<file path="src/rtl/vc_arbiter_if.sv">
// vc_arbiter_if: FIFO-facing bundle between the VC arbiter and the two VC FIFOs plus the downstream FIFO.
interface vc_arbiter_if #(parameter int data_width = 6);
  logic                  empty_vc0, empty_vc1;
  logic                  error_vc0, error_vc1;
  logic [data_width-1:0] data_vc0, data_vc1;
  logic                  down_almost_full, down_full;
  logic                  fifo_init;
  logic [3:0]            umbral_vc0, umbral_vc1;
  logic                  rd_vc0, rd_vc1;
  logic                  wr_down;
  logic [data_width-1:0] data_down;
  modport master (
    input  empty_vc0, empty_vc1, error_vc0, error_vc1, data_vc0, data_vc1,
           down_almost_full, down_full,
    output fifo_init, umbral_vc0, umbral_vc1, rd_vc0, rd_vc1, wr_down, data_down
  );
  modport slave (
    output empty_vc0, empty_vc1, error_vc0, error_vc1, data_vc0, data_vc1,
           down_almost_full, down_full,
    input  fifo_init, umbral_vc0, umbral_vc1, rd_vc0, rd_vc1, wr_down, data_down
  );
endinterface

</file>
<file path="src/rtl/vc_arbiter.sv">
// vc_arbiter: weighted round-robin drain of VC0/VC1 into the downstream FIFO with config, stall and sticky error.
module vc_arbiter #(
  parameter int data_width = 6,
  parameter int weight_vc0 = 3
) (
  input  logic        clk,
  input  logic        reset,
  input  logic        init,
  input  logic [3:0]  umbral_vc0_in,
  input  logic [3:0]  umbral_vc1_in,
  vc_arbiter_if.master f,
  output logic [1:0]  state,
  output logic        error
);
  typedef enum logic [1:0] {RESET = 2'd0, INIT = 2'd1, IDLE = 2'd2, ACTIVE = 2'd3} state_t;
  localparam logic [3:0] w = 4'(weight_vc0);
  state_t                state_q, state_d;
  logic [3:0]            umbral_vc0_q, umbral_vc0_d, umbral_vc1_q, umbral_vc1_d;
  logic [3:0]            credit_q, credit_d;
  logic                  sel_q, sel_d, rd_q, rd_d, error_q, error_d;
  logic                  stall, run, ne0, ne1, live;
  logic [data_width-1:0] word;
  assign stall = f.down_almost_full | f.down_full;
  assign ne0   = !f.empty_vc0;
  assign ne1   = !f.empty_vc1;
  assign live  = state_q == IDLE || state_q == ACTIVE;
  assign run   = state_q == ACTIVE && !stall && !error_q;
  // credit counts remaining VC0 grants allowed while VC1 is waiting
  assign f.rd_vc0 = run && ne0 && (!ne1 || credit_q != 4'd0);
  assign f.rd_vc1 = run && ne1 && (!ne0 || credit_q == 4'd0);
  assign f.fifo_init  = live;
  assign f.umbral_vc0 = umbral_vc0_q;
  assign f.umbral_vc1 = umbral_vc1_q;
  assign f.wr_down    = rd_q && live;
  assign word         = sel_q ? f.data_vc1 : f.data_vc0;
  assign f.data_down  = f.wr_down ? word : '0;
  assign state        = state_q;
  assign error        = error_q;
  always_comb begin
    credit_d     = f.rd_vc1 ? w : (f.rd_vc0 && ne1) ? credit_q - 4'd1 : credit_q;
    rd_d         = f.rd_vc0 | f.rd_vc1;
    sel_d        = f.rd_vc1;
    umbral_vc0_d = state_q == INIT ? umbral_vc0_in : umbral_vc0_q;
    umbral_vc1_d = state_q == INIT ? umbral_vc1_in : umbral_vc1_q;
    error_d      = state_q == INIT ? 1'b0 : live ? (error_q | f.error_vc0 | f.error_vc1) : error_q;
    state_d      = state_q;
    case (state_q)
      RESET:   state_d = INIT;
      INIT:    state_d = init ? INIT : IDLE;
      IDLE:    state_d = init ? INIT : ((ne0 || ne1) && !stall && !error_q) ? ACTIVE : IDLE;
      default: state_d = init ? INIT : ((!ne0 && !ne1) || stall || error_q) ? IDLE : ACTIVE;
    endcase
  end
  always_ff @(posedge clk) begin
    if (!reset) begin
      state_q      <= RESET;
      umbral_vc0_q <= 4'd0;
      umbral_vc1_q <= 4'd0;
      credit_q     <= w;
      sel_q        <= 1'b0;
      rd_q         <= 1'b0;
      error_q      <= 1'b0;
    end else begin
      state_q      <= state_d;
      umbral_vc0_q <= umbral_vc0_d;
      umbral_vc1_q <= umbral_vc1_d;
      credit_q     <= credit_d;
      sel_q        <= sel_d;
      rd_q         <= rd_d;
      error_q      <= error_d;
    end
  end
endmodule

</file>
<file path="src/flat_wrapper.sv">
// flat-port wrapper written by rule: the top's interface ports become plain ports
module vc_arbiter_flat 
#(
  parameter int data_width = 6,
  parameter int weight_vc0 = 3
)
  (clk, reset, init, umbral_vc0_in, umbral_vc1_in, state, error, f_empty_vc0, f_empty_vc1, f_error_vc0, f_error_vc1, f_data_vc0, f_data_vc1, f_down_almost_full, f_down_full, f_fifo_init, f_umbral_vc0, f_umbral_vc1, f_rd_vc0, f_rd_vc1, f_wr_down, f_data_down);
  vc_arbiter_if #(.data_width(data_width)) f_i ();
  input  logic clk;
  input  logic reset;
  input  logic init;
  input  logic [3:0] umbral_vc0_in;
  input  logic [3:0] umbral_vc1_in;
  output logic [1:0] state;
  output logic error;
  input wire logic [$bits(f_i.empty_vc0)-1:0] f_empty_vc0;
  input wire logic [$bits(f_i.empty_vc1)-1:0] f_empty_vc1;
  input wire logic [$bits(f_i.error_vc0)-1:0] f_error_vc0;
  input wire logic [$bits(f_i.error_vc1)-1:0] f_error_vc1;
  input wire logic [$bits(f_i.data_vc0)-1:0] f_data_vc0;
  input wire logic [$bits(f_i.data_vc1)-1:0] f_data_vc1;
  input wire logic [$bits(f_i.down_almost_full)-1:0] f_down_almost_full;
  input wire logic [$bits(f_i.down_full)-1:0] f_down_full;
  output wire logic [$bits(f_i.fifo_init)-1:0] f_fifo_init;
  output wire logic [$bits(f_i.umbral_vc0)-1:0] f_umbral_vc0;
  output wire logic [$bits(f_i.umbral_vc1)-1:0] f_umbral_vc1;
  output wire logic [$bits(f_i.rd_vc0)-1:0] f_rd_vc0;
  output wire logic [$bits(f_i.rd_vc1)-1:0] f_rd_vc1;
  output wire logic [$bits(f_i.wr_down)-1:0] f_wr_down;
  output wire logic [$bits(f_i.data_down)-1:0] f_data_down;
  assign f_i.empty_vc0 = f_empty_vc0;
  assign f_i.empty_vc1 = f_empty_vc1;
  assign f_i.error_vc0 = f_error_vc0;
  assign f_i.error_vc1 = f_error_vc1;
  assign f_i.data_vc0 = f_data_vc0;
  assign f_i.data_vc1 = f_data_vc1;
  assign f_i.down_almost_full = f_down_almost_full;
  assign f_i.down_full = f_down_full;
  assign f_fifo_init = f_i.fifo_init;
  assign f_umbral_vc0 = f_i.umbral_vc0;
  assign f_umbral_vc1 = f_i.umbral_vc1;
  assign f_rd_vc0 = f_i.rd_vc0;
  assign f_rd_vc1 = f_i.rd_vc1;
  assign f_wr_down = f_i.wr_down;
  assign f_data_down = f_i.data_down;
  vc_arbiter #(.data_width(data_width), .weight_vc0(weight_vc0)) u_core (.clk(clk), .reset(reset), .init(init), .umbral_vc0_in(umbral_vc0_in), .umbral_vc1_in(umbral_vc1_in), .f(f_i), .state(state), .error(error));
endmodule
</file>
<file path="config.mk">
export PLATFORM = sky130hd
export DESIGN_NAME = vc_arbiter_flat
export DESIGN_NICKNAME = d
export VERILOG_FILES = /design/src/rtl/vc_arbiter_if.sv /design/src/rtl/vc_arbiter.sv /design/src/flat_wrapper.sv
export SDC_FILE = /design/constraint.sdc
export NUM_CORES = 1
export LEC_CHECK = 0
export BUFFER_PORTS_ARGS = -buffer_cell sky130_fd_sc_hd__buf_4
export CAP_MARGIN = 30
export CORE_ASPECT_RATIO = 1.4
export CORE_MARGIN = 4
export CORE_UTILIZATION = 40
export DETAILED_ROUTE_END_ITERATION = 7
export GPL_TIMING_DRIVEN = 0
export PLACE_DENSITY = 0.72
export SYNTH_ARGS = -nofsm -noshare
export SYNTH_HDL_FRONTEND = slang
export SYNTH_SLANG_ARGS = --single-unit
</file>
<file path="constraint.sdc">
create_clock -name clk -period 4.4 [get_ports clk]
set_clock_uncertainty 0.15 [all_clocks]
set_input_delay 0.44 -clock clk [delete_from_list [all_inputs] [get_ports clk]]
set_output_delay 0.44 -clock clk [all_outputs]
set_load 0.05 [all_outputs]
</file>
==> metrics.json <==
{
  "detail_route.iter0.violations": 17,
  "die_w_um": 46.3,
  "drcViolationCount": 0,
  "grt_pass1_wl_mm": 3.50,
  "synthesis.instances": 103,
  "gp_congestion": 0.840,
  "cts_num_sinks": 17,
  "clkSlewWorstSetupHoldPaths_ns": 0.10,
  "top_level_ports": 50,
  "netlist.area_leader.share": 0.413,
  "final-setup-viol-count": 0,
  "initial_core_util": 0.417,
  "outcome": "completed",
  "layout.cells.most_common_list": "49 x buf_4, 22 x nand2_1, 17 x dfxtp_1",
  "design.die.area_um2": 2860,
  "postRouteAntennaNets": 0,
  "hold_violations": 0,
  "final_common_cell": "buf_4",
  "post_route_cells_drive_above_1_share": 0.353,
  "num_cts_buffers": 3,
  "detailedRoute.firstPassIterationCount": 4,
  "fin_nets": 187,
  "sw_frac_of_total": 0.305,
  "totalWireLength_mm": 2.16,
  "min-delay-path-class": "input port to register",
  "power_per_cell_area_nw_per_um2": 264,
  "power.internal_w": 0.000228,
  "fin_hold_ws_ns": 0.230,
  "clock.fmax_mhz": 392,
  "num_rows": 19,
  "clock_power_share": 0.260,
  "critical_path.top_delay_family": "simple AND/OR/NAND/NOR gates",
  "cts-root-to-sink-buffers": 2,
  "cp.buffers_inverters": 1,
  "leakage_nw": 0.569,
  "syn_to_final_growth_pct": 51.1,
  "viasPerCell": 4.91,
  "report.final.slew_viol_count": 0,
  "seq_power_share": 0.503,
  "critical-path-slowest-cell": "nor4b_2",
  "rsz_0062_raised_after_global_routing": "no",
  "dp_hpwl_mm": 1.77,
  "tightest_slew_ns": 0.588,
  "final_min_period_over_clock_period": 0.579,
  "combPwrFrac": 0.237,
  "worst_setup_path_end_kind": "output port",
  "net-switching-power_w": 0.0000999,
  "total_negative_setup_slack_ns": 0,
  "crit_chain": "nor4b_2 > nand2_1 > a211oi_1 > buf_4",
  "cts.root.buffer_cell": "clkbuf_4",
  "num_vias": 869,
  "hold_buffers": 0,
  "start_kind": "register",
  "post_synth_main_area_contributors": "dfxtp_1 41%, nand2_1 10%, mux2i_1 7.3%",
  "yosys_warnings": 0,
  "grt_max_degree": 11,
  "timing.critical_path.arrival_ns": 1.96,
  "vdd_drop_max_mv": 0.196,
  "clkLatencyLatePin_ns": 0.29,
  "grt_resource_usage_total": 0.165,
  "die_h_um": 61.7,
  "worst-endpoint-required_ns": 3.81,
  "slew_limit_headroom": 0.607,
  "worst_path_largest_cell_delay_ns": 0.55,
  "synth.avg_cell_area_um2": 7.99,
  "period_minus_slack_ns": 2.55,
  "netlist.top_cell.by_area": "dfxtp_1",
  "cts_tree": "done",
  "crit_fanout": 9,
  "synthesis.area_um2": 823,
  "port_buffer_count": 49,
  "antenna_violations_before_repair": 0,
  "via_count_of_the_first_global_routing_pass": 823,
  "seq_area_frac_synth": 0.413,
  "antenna-diode-count": 0,
  "timing.max_cap.violations": 0,
  "grt_overflow_total": 0,
  "core_area_um2": 1970,
  "postCtsResizedCells": 0,
  "ys_ff_latch": 17,
  "timing.setup.critical_path_class": "register to output port",
  "mappedNetlistNets": 133,
  "detail_route.wl_per_cell_um": 12.2,
  "postCtsSetupBuffers": 0,
  "synth.distinct_cells": 27,
  "cts_htree_levels": 1
}
worst paths after layout:
check | from | end | slack (ns) | depth (start not counted)
worst min-delay path | reset | u_core.credit_q[0]$_SDFFE_PP1P_ | 0.23 | 2
worst max-delay path | u_core.state[1]$_SDFF_PN0_ | f_rd_vc0 | 1.85 | 4
worst min register to register | u_core.f.umbral_vc1[2]$_SDFFE_PN0N_ | u_core.f.umbral_vc1[2]$_SDFFE_PN0N_ | 0.31 | 2
worst max register to register | u_core.credit_q[0]$_SDFFE_PP1P_ | u_core.credit_q[3]$_SDFFE_PP0P_ | 2.69 | 5
cells in the mapped netlist (all sizes together):
| cell | instances |
|---|---|
| nand2 | 22 |
| dfxtp | 17 |
| nor2 | 14 |
| a21oi | 11 |
| mux2i | 6 |
| clkbuf | 5 |
| inv | 5 |
| a211oi | 2 |
| nand2b | 2 |
| nor3 | 2 |
| a31oi | 1 |
| a32o | 1 |
| a32oi | 1 |
| and2 | 1 |
| and2b | 1 |
| ha | 1 |
| nand3 | 1 |
| nor2b | 1 |
| nor3b | 1 |
| nor4 | 1 |
| nor4b | 1 |
| nor4bb | 1 |
| o211ai | 1 |
| o21ai | 1 |
| o21bai | 1 |
| o31ai | 1 |
| or4b | 1 |
state kept, by name (all words and copies together) (netlist names):
register / cells
u_core.credit_q: 4
u_core.rd_q: 1
u_core.sel_q: 1
u_core.f.umbral_vc0: 4
u_core.error: 1
u_core.state: 2
u_core.f.umbral_vc1: 4
power by group through the flow:
stage                     Sequential, W  Combinational, W  Clock [W]
after floorplan                0.000189         0.0000210          0
after global placement         0.000168         0.0000771          0
after detailed placement       0.000169         0.0000780          0
after CTS                      0.000165         0.0000782  0.0000882
after global routing           0.000166         0.0000838  0.0000954
final                          0.000165         0.0000776  0.0000852
area by class of cell:
type / count / area [um2]
multi-input combinational: 76 / 445
clock buffer: 4 / 26.3
buffer: 5 / 18.8
sequential: 17 / 340
timing repair buffer: 49 / 368
fill: 176 / 729
tap: 21 / 26.3
inverter: 5 / 18.8
stage by stage:
step | power, W | std cells | util | cell area, um2 | setup slack (ns)
final | 0.000328 | 177 | 0.630 | 1240 | 1.85
after global routing | 0.000345 | 177 | 0.630 | 1240 | 1.67
after CTS | 0.000331 | 177 | 0.630 | 1240 | 1.85
after detailed placement | 0.000247 | 173 | 0.617 | 1220 | 2.06
after global placement | 0.000245 | 173 | 0.617 | 1220 | 2.09
after floorplan | 0.000210 | 103 | - | 823 | 1.30
worst reg2reg max path, stage by stage (launching register included):
cell and delay [ns]:
dfxtp_1 0.35, inv_1 0.06, ha_1 0.18, nor3b_1 0.49
nor4_4 0.12, a32o_1 0.27
logic make-up (layout without fill, tap and decap cells):
| family | count (synthesis) | count (layout) | share of synthesized area |
|---|---|---|---|
| fa+ha+maj | 1 | 1 | 0.0152 |
| simple gates | 49 | 49 | 0.304 |
| mux | 6 | 6 | 0.0730 |
| flops | 17 | 17 | 0.413 |
| compound gates | 20 | 20 | 0.149 |
| buf+inv | 10 | 63 | 0.0456 |
routing by layer:
layer  vias up  wire length [um]  global-route usage
li1        454                 -                   -
met1       390               877               0.185
met2        23              1140               0.295
met3         2               126              0.0351
met4         0                17              0.0610
met5         -                 0                   0
No activity file was read; power rests on OpenSTA's default activity.
